===== src/rtl/iter_div.sv =====
// iter_div: iterative radix-2 restoring divider for RV32M div/divu/rem/remu.
//
// One quotient bit per cycle over WIDTH CALC cycles, then a single FIX cycle
// that applies the signed-result correction. Divide-by-zero and signed
// overflow bypass the datapath and finish the cycle after the start.
//
// Optional feature macro:
//   DIV_EARLY_OUT_EN - when defined, |dividend| < |divisor| (divisor != 0)
//                      also bypasses the datapath: quotient 0, remainder =
//                      dividend as given.
//
// Ports:
//   clk, rst            clock, synchronous active-high reset
//   flush               abort the operation in flight (pipeline kill)
//   start, is_signed    request a division, two's-complement select
//   dividend, divisor   operands, captured on the accepted start
//   busy                high while an operation is iterating
//   done                one-cycle pulse, div_result valid
//   div_result          {remainder, quotient}, held until the next completion
module iter_div #(
    parameter int WIDTH = 32
) (
    input  logic               clk,
    input  logic               rst,
    input  logic               flush,
    input  logic               start,
    input  logic               is_signed,
    input  logic [WIDTH-1:0]   dividend,
    input  logic [WIDTH-1:0]   divisor,
    output logic               busy,
    output logic               done,
    output logic [2*WIDTH-1:0] div_result
);

    localparam int CW = (WIDTH > 1) ? $clog2(WIDTH) : 1;
    localparam logic [CW-1:0]    LAST    = CW'(WIDTH - 1);
    localparam logic [WIDTH-1:0] MIN_NEG = {1'b1, {(WIDTH-1){1'b0}}};
    localparam logic [WIDTH-1:0] ONES    = '1;

    typedef enum logic [1:0] {S_IDLE, S_CALC, S_FIX, S_DONE} state_t;

    state_t           state;
    logic [CW-1:0]    cnt;
    logic [WIDTH-1:0] rem;
    logic [WIDTH-1:0] quo;
    logic [WIDTH-1:0] dvsr;
    logic             neg_q;
    logic             neg_r;

    logic [WIDTH-1:0] a_mag;
    logic [WIDTH-1:0] b_mag;
    logic             a_neg;
    logic             b_neg;
    logic             is_ovf;
    logic             early;
    logic [WIDTH:0]   rem_sh;
    logic [WIDTH:0]   diff;

    assign a_neg  = is_signed & dividend[WIDTH-1];
    assign b_neg  = is_signed & divisor[WIDTH-1];
    // MIN_NEG negates to itself, which is the correct unsigned magnitude.
    assign a_mag  = a_neg ? -dividend : dividend;
    assign b_mag  = b_neg ? -divisor  : divisor;
    assign is_ovf = is_signed && (dividend == MIN_NEG) && (divisor == ONES);

`ifdef DIV_EARLY_OUT_EN
    assign early  = (a_mag < b_mag) && (divisor != '0);
`else
    assign early  = 1'b0;
`endif

    // Trial subtract one bit wider than the operands; the top bit is the
    // borrow, so a clear MSB means the difference is non-negative.
    assign rem_sh = {rem, quo[WIDTH-1]};
    assign diff   = rem_sh - {1'b0, dvsr};

    always_ff @(posedge clk) begin
        if (rst) begin
            state      <= S_IDLE;
            cnt        <= '0;
            rem        <= '0;
            quo        <= '0;
            dvsr       <= '0;
            neg_q      <= 1'b0;
            neg_r      <= 1'b0;
            busy       <= 1'b0;
            done       <= 1'b0;
            div_result <= '0;
        end else if (flush) begin
            state <= S_IDLE;
            busy  <= 1'b0;
            done  <= 1'b0;
        end else begin
            done <= 1'b0;
            case (state)
                S_IDLE, S_DONE: begin
                    if (start) begin
                        neg_q <= a_neg ^ b_neg;
                        neg_r <= a_neg;
                        rem   <= '0;
                        quo   <= a_mag;
                        dvsr  <= b_mag;
                        cnt   <= '0;
                        if (divisor == '0) begin
                            div_result <= {dividend, ONES};
                            done       <= 1'b1;
                            state      <= S_DONE;
                        end else if (is_ovf) begin
                            div_result <= {{WIDTH{1'b0}}, dividend};
                            done       <= 1'b1;
                            state      <= S_DONE;
                        end else if (early) begin
                            div_result <= {dividend, {WIDTH{1'b0}}};
                            done       <= 1'b1;
                            state      <= S_DONE;
                        end else begin
                            busy  <= 1'b1;
                            state <= S_CALC;
                        end
                    end else begin
                        state <= S_IDLE;
                    end
                end
                S_CALC: begin
                    if (!diff[WIDTH]) begin
                        rem <= diff[WIDTH-1:0];
                        quo <= {quo[WIDTH-2:0], 1'b1};
                    end else begin
                        rem <= rem_sh[WIDTH-1:0];
                        quo <= {quo[WIDTH-2:0], 1'b0};
                    end
                    cnt <= cnt + 1'b1;
                    if (cnt == LAST)
                        state <= S_FIX;
                end
                S_FIX: begin
                    div_result <= {neg_r ? -rem : rem, neg_q ? -quo : quo};
                    busy       <= 1'b0;
                    done       <= 1'b1;
                    state      <= S_DONE;
                end
                default: state <= S_IDLE;
            endcase
        end
    end

endmodule

===== config.mk =====
export PLATFORM = sky130hd
export DESIGN_NAME = iter_div
export DESIGN_NICKNAME = d
export VERILOG_FILES = /design/src/rtl/iter_div.sv
export SDC_FILE = /design/constraint.sdc
export NUM_CORES = 1
export LEC_CHECK = 0
export BUFFER_PORTS_ARGS = -buffer_cell sky130_fd_sc_hd__buf_2
export CORE_UTILIZATION = 45
export DETAILED_ROUTE_END_ITERATION = 8
export PLACE_DENSITY = 0.69
export SKIP_LAST_GASP = 1
export SYNTH_ARGS = -nofsm -noshare
export SYNTH_HDL_FRONTEND = slang
export SYNTH_SLANG_ARGS = --single-unit

===== constraint.sdc =====
create_clock -name clk -period 6.15 [get_ports clk]
set_clock_uncertainty 0.05 [all_clocks]
set_input_delay 0.3075 -clock clk [delete_from_list [all_inputs] [get_ports clk]]
set_output_delay 0.3075 -clock clk [all_outputs]
set_load 0.01 [all_outputs]

==> metrics.txt, run 1 <==
hold crit path type in -> reg; clock latency on the worst-skew pair between 400 and 500 ps; Routed Antenna Nets 0; Gate power share 20.7%; Netlist Area Pre-Place 11520 sq um; first-pass GRT wire length between 50000 and 60000 microns; share of layout cells above drive strength 1 a little over an eighth; clk buf depth 2; setup TNS 0 ps; final net count approximately 1700; vias per cell approximately 5.8; hpwl dp 24120 microns; Ports about 140; Via Count 11170; worst setup margin ~2500 ps; chip width 162.0 microns; full die area 26250 sq um; Num CTS Buffers 17; footprint of the multi-input gates roughly 7500 sq um; Hold EP dvsr[0]$_SDFFE_PP0P_; initial antenna violation count 1; WL per Instance around 17 microns; number of global-route vias before repair approximately 10000; CTS Sinks 171; Unique masters post-synth between 70 and 80; worst endpoint required time 6380 ps; post-CTS setup repair buffer count 0; hold path startpoint divisor[0]; Final Hold Fails 0; Place WS ~2100 ps; Register Area 3423 sq um; Seq pwr share 42.2%; input/output buffers between 100 and 150; P per Cell Area around 220 nW/um^2; Clock Power Share 37.0%; Post-synth EDFFs 0; fillers around 2500; clk root buf clkbuf_16; synthesized flop and latch total 171; flop-to-flop setup slack 2550 ps; total global routing overflow 0; CTS clk-pin slew, worst paths roughly 70 ps; P_sw roughly 0.95 mW; worst vdd ir around 0.18 mV; cts hold-fix bufs 0; fmax between 200 and 300 MHz; cell-internal power between 1.5 and 2 mW; DRC 0; Area growth syn-to-layout 11.56%; min Tclk post-route 3624 ps; Max Cap Viol 0; H-tree depth 4; Max-Slew Margin vs Limit between 10 and 15%; Final Setup Violations 0; Routed WL 32300 microns; initial core utilization between 40% and 50%; Net Sw Frac between 30% and 40%; core area 25180 sq um; RSZ-0062 raised after global routing no; Hold Path Depth 3; crit path kind in -> reg; CTS tree done; power consumption 2.876 mW; placer congestion estimate between 0.8 and 0.9; sequential area share after synthesis just under 30%; Final Max Slew Viols 0; FF-to-FF path depth 10; outcome finished, final reports clean; Mapped Nets between 1500 and 2000; worst r2r src rem[18]$_SDFFE_PP0P_; period utilization 58.92%; Worst setup SP type input pin; mean area per synthesized cell between 7 and 8 sq um; Pleak 4.937 nW; chip height between 150 and 200 microns; Synth async-reset ratio 0%; Worst setup EP type flip-flop; Critical Path Fanout Max 44; DRT iter0 DRCs 942; Syn. warnings 0; Synth Flop Type dfxtp_1; pin count of the biggest net entering global routing 75; number of placement rows 58; WP data arrival just under 4000 ps; GRT Total Usage between 20% and 30%; Worst R2R End rem[0]$_SDFFE_PP0P_; Post-Syn Instances about 1500; # resized after CTS 0; first-pass iteration count of the detailed router 5; worst-margin pin slew around 1300 ps
[cells in the mapped netlist (5+ instances only)]
cell type	count	area, sq um
clkbuf_1	79	296.5
a22oi_1	17	127.6
a211oi_2	14	175.2
mux2i_1	21	210.2
nand3_1	50	250.2
a221oi_1	19	166.4
o31ai_1	28	210.2
xor2_1	63	551.8
a211oi_1	39	292.8
or3_1	9	56.30
a21oi_1	102	510.5
o41ai_1	13	113.9
o21ai_0	86	430.4
and2_1	6	37.54
xnor2_1	82	718.2
a311oi_1	5	43.79
buf_6	6	67.56
buf_2	7	35.03
a32oi_1	9	78.83
nor3_1	52	260.3
nand2b_1	12	75.07
nor2_1	155	581.8
nand4_1	16	100.1
inv_1	59	221.5
or2_2	5	31.28
dfxtp_1	171	3423
a31oi_1	35	219.0
nor4_1	9	56.30
or4_1	16	120.1
o21a_1	5	37.54
o221ai_1	16	140.1
a21o_1	9	67.56
nor3b_1	6	45.04
ha_1	41	513.0
nand2_1	183	686.9
[registers in the layout, summed over array words and instances, names as in the netlist]
name	flops
dvsr	32
cnt	5
busy	1
quo	32
done	1
state	2
neg_r	1
div_result	64
rem	32
neg_q	1
[per-stage QoR]
step | utilization [%] | std cells | hold slack (ps) | cell area, sq um
4_1_cts | 51.04 | 1916 | 96.87 | 12850
3_5_place_dp | 48.77 | 1884 | 394.8 | 12280
3_3_place_gp | 48.77 | 1884 | 386.0 | 12280
5_1_grt | 51.05 | 1917 | 146.3 | 12850
6_report | 51.05 | 1917 | 112.9 | 12850
2_1_floorplan | - | 1508 | 381.9 | 11520
[cell type report]
class	instances	area share, %
Tap cell	330	3.212
Multi-Input combinational cell	1179	58.13
Timing Repair Buffer	144	5.821
Clock buffer	17	3.309
Inverter	60	1.752
Sequential cell	171	26.63
Antenna cell	1	0.01947
Clock inverter	15	1.129
[metal layers]
metal	vias to the layer above	GRT usage [%]	part of all wire (%)	routed length (microns)
met5	-	0	0	0
met3	43	2.835	5.9	1897
met4	0	8.491	2.2	699
met1	5202	33.15	47	15030
met2	357	40.19	45	14680
li1	5572	-	-	-
[kinds of logic (layout without fill, tap and decap cells)]
family,Yosys count,after routing,synth area share (%)
and+or+nand+nor,542,542,21.86
AOI/OAI and AO/OA,428,428,25.07
DFF,171,171,29.71
buffers and inverters,158,236,5.744
xor gates and xnor gates,146,146,11.16
adders and majority gates,42,42,4.626
muxes,21,21,1.824
other,0,1,0
[worst max-delay path, cell delays in order]
cell      delay [ps]
buf_2            130
or4_1            610
nor4_4           340
nand3_1          180
nand2b_1         460
o21ai_4          240
a31o_2           840
buf_4            460
o311a_1          220
nor3_1            40
[cells in the final DEF, fill, tap and decap left out, drive strengths merged, types with 3 or more instances in the layout]
master	count
nand2	183
dfxtp	171
nor2	156
buf	144
a21oi	102
o21ai	90
xnor2	82
inv	69
xor2	64
a211oi	53
nor3	52
nand3	50
ha	41
a31oi	35
o31ai	28
mux2i	21
a221oi	19
a22oi	17
clkbuf	17
or4	17
nand4	16
o221ai	16
o41ai	13
nand2b	12
nor4	10
a21o	9
or3	9
a32oi	9
nor3b	7
and2	6
or2	6
clkinv	6
a311oi	5
o21a	5
and3	4
nor2b	4
nand3b	4
nor4b	4
o21bai	3
o32ai	3
[power by group through the flow]
| stage | registers (mW) | logic, mW | clock network [mW] |
|---|---|---|---|
| after CTS | 1.21 | 0.592 | 1.07 |
| after global placement | 1.24 | 0.581 | 0 |
| after detailed placement | 1.24 | 0.590 | 0 |
| after floorplan | 1.24 | 0.416 | 0 |
| final | 1.22 | 0.596 | 1.07 |
| after global routing | 1.22 | 0.662 | 1.12 |
[worst max-delay path by stage]
| stage | depth (start not counted) | to | slack, ps | from |
|---|---|---|---|---|
| 2_1_floorplan | 13 | rem[21]$_SDFFE_PP0P_ | 3110 | quo[31]$_SDFFE_PP0P_ |
| 3_3_place_gp | 10 | div_result[41]$_SDFFE_PP0P_ | 2210 | divisor[6] |
| 3_5_place_dp | 10 | div_result[41]$_SDFFE_PP0P_ | 2120 | divisor[13] |
| 4_1_cts | 12 | rem[1]$_SDFFE_PP0P_ | 2540 | quo[31]$_SDFFE_PP0P_ |
| 5_1_grt | 12 | rem[0]$_SDFFE_PP0P_ | 2300 | quo[31]$_SDFFE_PP0P_ |
| 6_report | 10 | div_result[41]$_SDFFE_PP0P_ | 2530 | divisor[6] |
No activity file was read; power rests on OpenSTA's default activity.
==> inputs of run 2 (changes only) <==
--- a/config.mk
+++ b/config.mk
@@ -5,10 +5,11 @@
 export SDC_FILE = /design/constraint.sdc
 export NUM_CORES = 1
 export LEC_CHECK = 0
+export ABC_AREA = 1
 export BUFFER_PORTS_ARGS = -buffer_cell sky130_fd_sc_hd__buf_2
 export CORE_UTILIZATION = 45
 export DETAILED_ROUTE_END_ITERATION = 8
-export PLACE_DENSITY = 0.69
+export PLACE_DENSITY = 0.71
 export SKIP_LAST_GASP = 1
 export SYNTH_ARGS = -nofsm -noshare
 export SYNTH_HDL_FRONTEND = slang
==> constraint.sdc (replaced) <==
create_clock -name clk -period 3.1 [get_ports clk]
set_clock_uncertainty 0.05 [all_clocks]
set_input_delay 0.155 -clock clk [delete_from_list [all_inputs] [get_ports clk]]
set_output_delay 0.155 -clock clk [all_outputs]
set_load 0.01 [all_outputs]
==> run 2 against run 1 <==
Against the previous run: combinational power up 130%; critical path depth down 1; routed wire length up 51%; critical path type is now reg -> reg.
==> metrics.txt, run 2 <==
Via Count roughly 16000; CTS clk-pin slew, worst paths 80 ps; cell-internal power 3.803 mW; clock latency on the worst-skew pair 450 ps; Final Setup Violations 0; Clock Power Share ~37%; Cell Area, Placed between 10000 and 15000 sq um; P_sw ~2.1 mW; CTS tree done; Unique masters post-synth just over 50; Final Hold Fails 0; ANT cells 0; Seq pwr share 40.0%; fmax 362.4 MHz; post-CTS setup repair buffer count 0; input/output buffers roughly 130; post-route cell area between 15000 and 20000 sq um; Syn. warnings 0; utilization after layout 51.07%; Synth async-reset ratio 0%; CTS Sinks 171; WP data arrival 3080 ps; hold crit path type in -> reg; min Tclk post-route about 2800 ps; crit path kind reg -> reg; final net count 2484; placer congestion estimate ~0.95; DRC 0; clk root buf clkbuf_16; number of global-route vias before repair approximately 14000; flop-to-flop setup slack about 340 ps; synth top area cells dfxtp_1 (25%), nand2_1 (16%), nand3_1 (7.6%); first-pass GRT wire length 75490 microns; FF-to-FF path depth 9; Num CTS Buffers 17; hpwl dp between 30000 and 40000 microns; Netlist Area Pre-Place roughly 14000 sq um; setup TNS 0 ps; Worst setup EP type flip-flop; DRT iter0 DRCs 1555; RSZ-0062 raised after global routing no; full die area between 30000 and 40000 sq um; worst vdd ir between 0.3 and 0.4 mV; P per Cell Area between 300 and 400 nW/um^2; Net Sw Frac around 36%; Routed WL 48640 microns; worst endpoint required time around 3400 ps; total global routing overflow 0; core area around 30000 sq um; chip width 175.8 microns; Top reg by flops div_result; most frequent cells in the layout nand2_1 (588), inv_1 (274), nor2_1 (235); fillers 3077; synthesized flop and latch total around 170; Worst Hold Slack 6.536 ps; mean area per synthesized cell ~6 sq um; max reg flops 64; WL per Instance about 18 microns; chip height roughly 180 microns; number of placement rows 63; first-pass iteration count of the detailed router 6; Pleak roughly 7.3 nW; Final Max Slew Viols 0; share of layout cells above drive strength 1 a little under an eighth; area share of the largest cell type after synthesis 25.18%; cts hold-fix bufs 4; Ports ~140; Max-Slew Margin vs Limit 48.53%; Mapped Nets ~2400; H-tree depth 4; clk buf depth 2; Max Cap Viol 0; Area growth syn-to-layout 11.62%; initial antenna violation count 0; sequential area share after synthesis 25.18%; most frequent cell after synthesis nand2_1; Commonest cells post-synth nand2_1 (588), inv_1 (275), nor2_1 (236), nand3_1 (207), a21oi_1 (197); dpl cells 2740; commonest non-fill, non-tap cell in the layout nand2_1; Gate power share roughly 23%; # resized after CTS 0; outcome finished, final reports clean; pin count of the biggest net entering global routing 94; GRT Total Usage 31.39%; Post-Syn Instances about 2300; Worst setup SP type flip-flop; Hold Path Depth 4; period utilization between 80% and 90%; Synth Flop Type dfxtp_1; vias per cell ~5.6; initial core utilization 45.75%; Yosys top cell by area dfxtp_1; worst-margin pin slew 772.0 ps; Post-synth EDFFs 0; Final Non-Filler Cells 2776; Routed Antenna Nets 0; Critical Path Fanout Max 25
==> run 2: final cells by class <==
cell class / count / area, sq um / share of cell area [%]
sequential: 171 / 3423 / 22.56
clock inverter: 13 / 143.9 / 0.9481
inverter: 295 / 1110 / 7.312
multi-input combinational: 1723 / 8606 / 56.70
clock buffer: 19 / 442.9 / 2.918
timing repair buffer: 165 / 963.4 / 6.348
tap: 390 / 488.0 / 3.215
==> run 2: kinds of logic (layout without fill, tap and decap cells) <==
| group | Yosys count | after routing | synth area share, % |
|---|---|---|---|
| simple gates | 1165 | 1165 | 37.39 |
| compound gates | 471 | 471 | 19.01 |
| buf+inv | 383 | 492 | 11.60 |
| flops | 171 | 171 | 25.18 |
| xor+xnor | 45 | 45 | 2.899 |
| fa+ha+maj | 42 | 42 | 3.920 |
==> run 2: final timing paths <==
path / end / start
min: quo[21]$_SDFFE_PP0P_ / dividend[21]
min reg2reg: div_result[15]$_SDFFE_PP0P_ / div_result[15]$_SDFFE_PP0P_
max: quo[31]$_SDFFE_PP0P_ / state[0]$_SDFFE_PP0P_
max reg2reg: quo[31]$_SDFFE_PP0P_ / state[0]$_SDFFE_PP0P_
==> run 2: power groups by stage <==
stage | Combinational (mW) | Sequential (mW) | Clock (mW)
2_1_floorplan | 0.894 | 2.39 | 0
3_3_place_gp | 1.32 | 2.41 | 0
3_5_place_dp | 1.33 | 2.41 | 0
4_1_cts | 1.34 | 2.36 | 2.20
5_1_grt | 1.51 | 2.38 | 2.29
6_report | 1.37 | 2.37 | 2.18
==> run 2: per-stage QoR <==
stage	setup WS, ps	power (mW)
after floorplan	858.3	3.289
after global placement	483.4	3.733
after detailed placement	454.3	3.742
after CTS	433.4	5.903
after global routing	231.3	6.178
final	340.7	5.914
==> run 2: metal layers <==
layer | wire [microns] | track usage [%]
met5 | 0 | 0
met4 | 1228 | 10.11
met3 | 4361 | 7.121
met2 | 20590 | 47.02
met1 | 22450 | 44.10
==> run 2: worst max-delay path, stage by stage, from the launching register on <==
cell and delay, ps:
dfxtp_1 360, inv_1 50, ha_2 340, inv_2 90, nor2_2 50, nor3_2 340
nand2_1 370, inv_2 490, nand3_1 320, a21oi_1 210
==> inputs of run 3 (changes only) <==
--- a/config.mk
+++ b/config.mk
@@ -9,7 +9,7 @@
 export BUFFER_PORTS_ARGS = -buffer_cell sky130_fd_sc_hd__buf_2
 export CORE_UTILIZATION = 45
 export DETAILED_ROUTE_END_ITERATION = 8
-export PLACE_DENSITY = 0.71
+export PLACE_DENSITY = 0.66
 export SKIP_LAST_GASP = 1
 export SYNTH_ARGS = -nofsm -noshare
 export SYNTH_HDL_FRONTEND = slang
==> run 3 against run 2 <==
Against the previous run: sequential share of layout area down 0.15 points; critical path depth grew 7; sequential power is essentially flat; non-clock buffer count is 9 higher; largest cell class unchanged; final cell count up 0.32%; setup slack lost 76 ps; utilization increased by 0.33 points; fmax down 2.7%; clock power is 3% higher; total power grew 1.2%.
==> metrics.txt, run 3 (same netlist as run 2, synthesis figures left out) <==
Max Cap Viol 0; Top reg by flops div_result; pin count of the biggest net entering global routing 94; GRT Total Usage 31.74%; hold crit path type in -> reg; fmax ~350 MHz; placer congestion estimate 0.9766; Final Setup Violations 0; Worst setup EP type flip-flop; vias per cell 5.532; input/output buffers 134; Pleak between 7 and 8 nW; Final Hold Fails 0; chip width roughly 180 microns; min Tclk post-route 2835 ps; Area growth syn-to-layout 12.35%; Max-Slew Margin vs Limit between 20% and 30%; clock latency on the worst-skew pair ~470 ps; number of global-route vias before repair 13630; crit path kind reg -> reg; Routed Antenna Nets 0; share of layout cells above drive strength 1 11.73%; period utilization 91.45%; outcome finished, final reports clean; initial core utilization 45.75%; chip height roughly 180 microns; first-pass GRT wire length ~76000 microns; DRT iter0 DRCs approximately 1600; total global routing overflow 0; DRC 0; number of placement rows 63; Routed WL approximately 49000 microns; Place WS about 300 ps; post-CTS setup repair buffer count 0; Num CTS Buffers 17; clk root buf clkbuf_16; core area ~30000 sq um; clk buf depth 2; CTS clk-pin slew, worst paths roughly 80 ps; final net count ~2500; RSZ-0062 raised after global routing no; power consumption between 5 and 6 mW; worst endpoint required time around 3400 ps; Worst setup SP type flip-flop; WL per Instance 17.54 microns; initial antenna violation count 1; CTS Sinks about 170; worst setup margin ~270 ps; WP data arrival about 3000 ps; Final Max Slew Viols 0; ANT cells 0; most frequent cells in the layout nand2_1 (588), inv_1 (274), nor2_1 (235); Ports around 140; first-pass iteration count of the detailed router 6; worst-margin pin slew roughly 1100 ps; H-tree depth 4; Critical Path Fanout Max 13; commonest non-fill, non-tap cell in the layout nand2_1; Via Count about 15000; fillers ~3200; full die area around 30000 sq um; worst vdd ir 0.3498 mV; max reg flops 64; P per Cell Area 391.9 nW/um^2; CTS tree done; hpwl dp about 37000 microns; setup TNS 0 ps
==> run 3: critical path, stage by stage (launching register included) <==
cell and delay (ps):
dfxtp_1 340, inv_1 130, ha_1 270, fa_1 420, inv_1 110, nand2_1 60
nand2_1 70, nand3_1 80, nand2_2 130, nand2_2 70, nand2_2 80, nand2_4 70
nand3_2 250, buf_4 260, nand3_1 110, nand3_1 110, a21oi_1 60
==> run 3: layout make-up <==
type                    count  area (sq um)  area share (%)
inverters                 295          1110           7.265
flip-flops and latches    171          3423           22.41
clock buffers              18         439.2           2.875
repair buffers            174          1046           6.847
well taps                 390         488.0           3.194
multi-input cells        1723          8615           56.39
clock inverters            14         155.1           1.016
==> run 3: timing repair <==
item,4_1_cts,5_1_grt
hold endpoints to repair,15,0
hold buffers,15,0
gates resized for setup,0,1
endpoints found under the setup margin,0,1
==> run 3: power breakdown <==
| group | switching [mW] | internal [mW] | leakage (nW) |
|---|---|---|---|
| logic | 0.957 | 0.427 | 5.68 |
| clock network | 1.08 | 1.16 | 0.282 |
| registers | 0.0815 | 2.28 | 1.39 |
==> run 3: layer usage <==
metal	global-route usage [%]	vias to the layer above	wire [microns]
li1	-	7660	-
met1	45.34	7014	22700
met2	46.48	653	20230
met3	7.165	78	4617
met4	10.54	2	1300
met5	0	-	8
==> run 3: path summary, 6_finish.rpt <==
kind	startpoint	end	slack, ps	cells past startpoint
setup / recovery	quo[31]$_SDFFE_PP0P_	rem[19]$_SDFFE_PP0P_	270	16
hold / removal	dividend[20]	div_result[52]$_SDFFE_PP0P_	10	3
setup reg to reg	quo[31]$_SDFFE_PP0P_	rem[19]$_SDFFE_PP0P_	270	16
hold reg to reg	div_result[15]$_SDFFE_PP0P_	div_result[15]$_SDFFE_PP0P_	420	2
==> run 3: stage by stage <==
step | instances | instance area, sq um | utilization (%) | hold slack [ps]
3_3_place_gp | 2738 | 14520 | 48.87 | 404.2
4_1_cts | 2785 | 15270 | 51.37 | 0.1582
6_report | 2785 | 15280 | 51.40 | 13.21
5_1_grt | 2785 | 15280 | 51.40 | 15.45
2_1_floorplan | 2277 | 13600 | - | 265.0
3_5_place_dp | 2738 | 14520 | 48.87 | 407.6
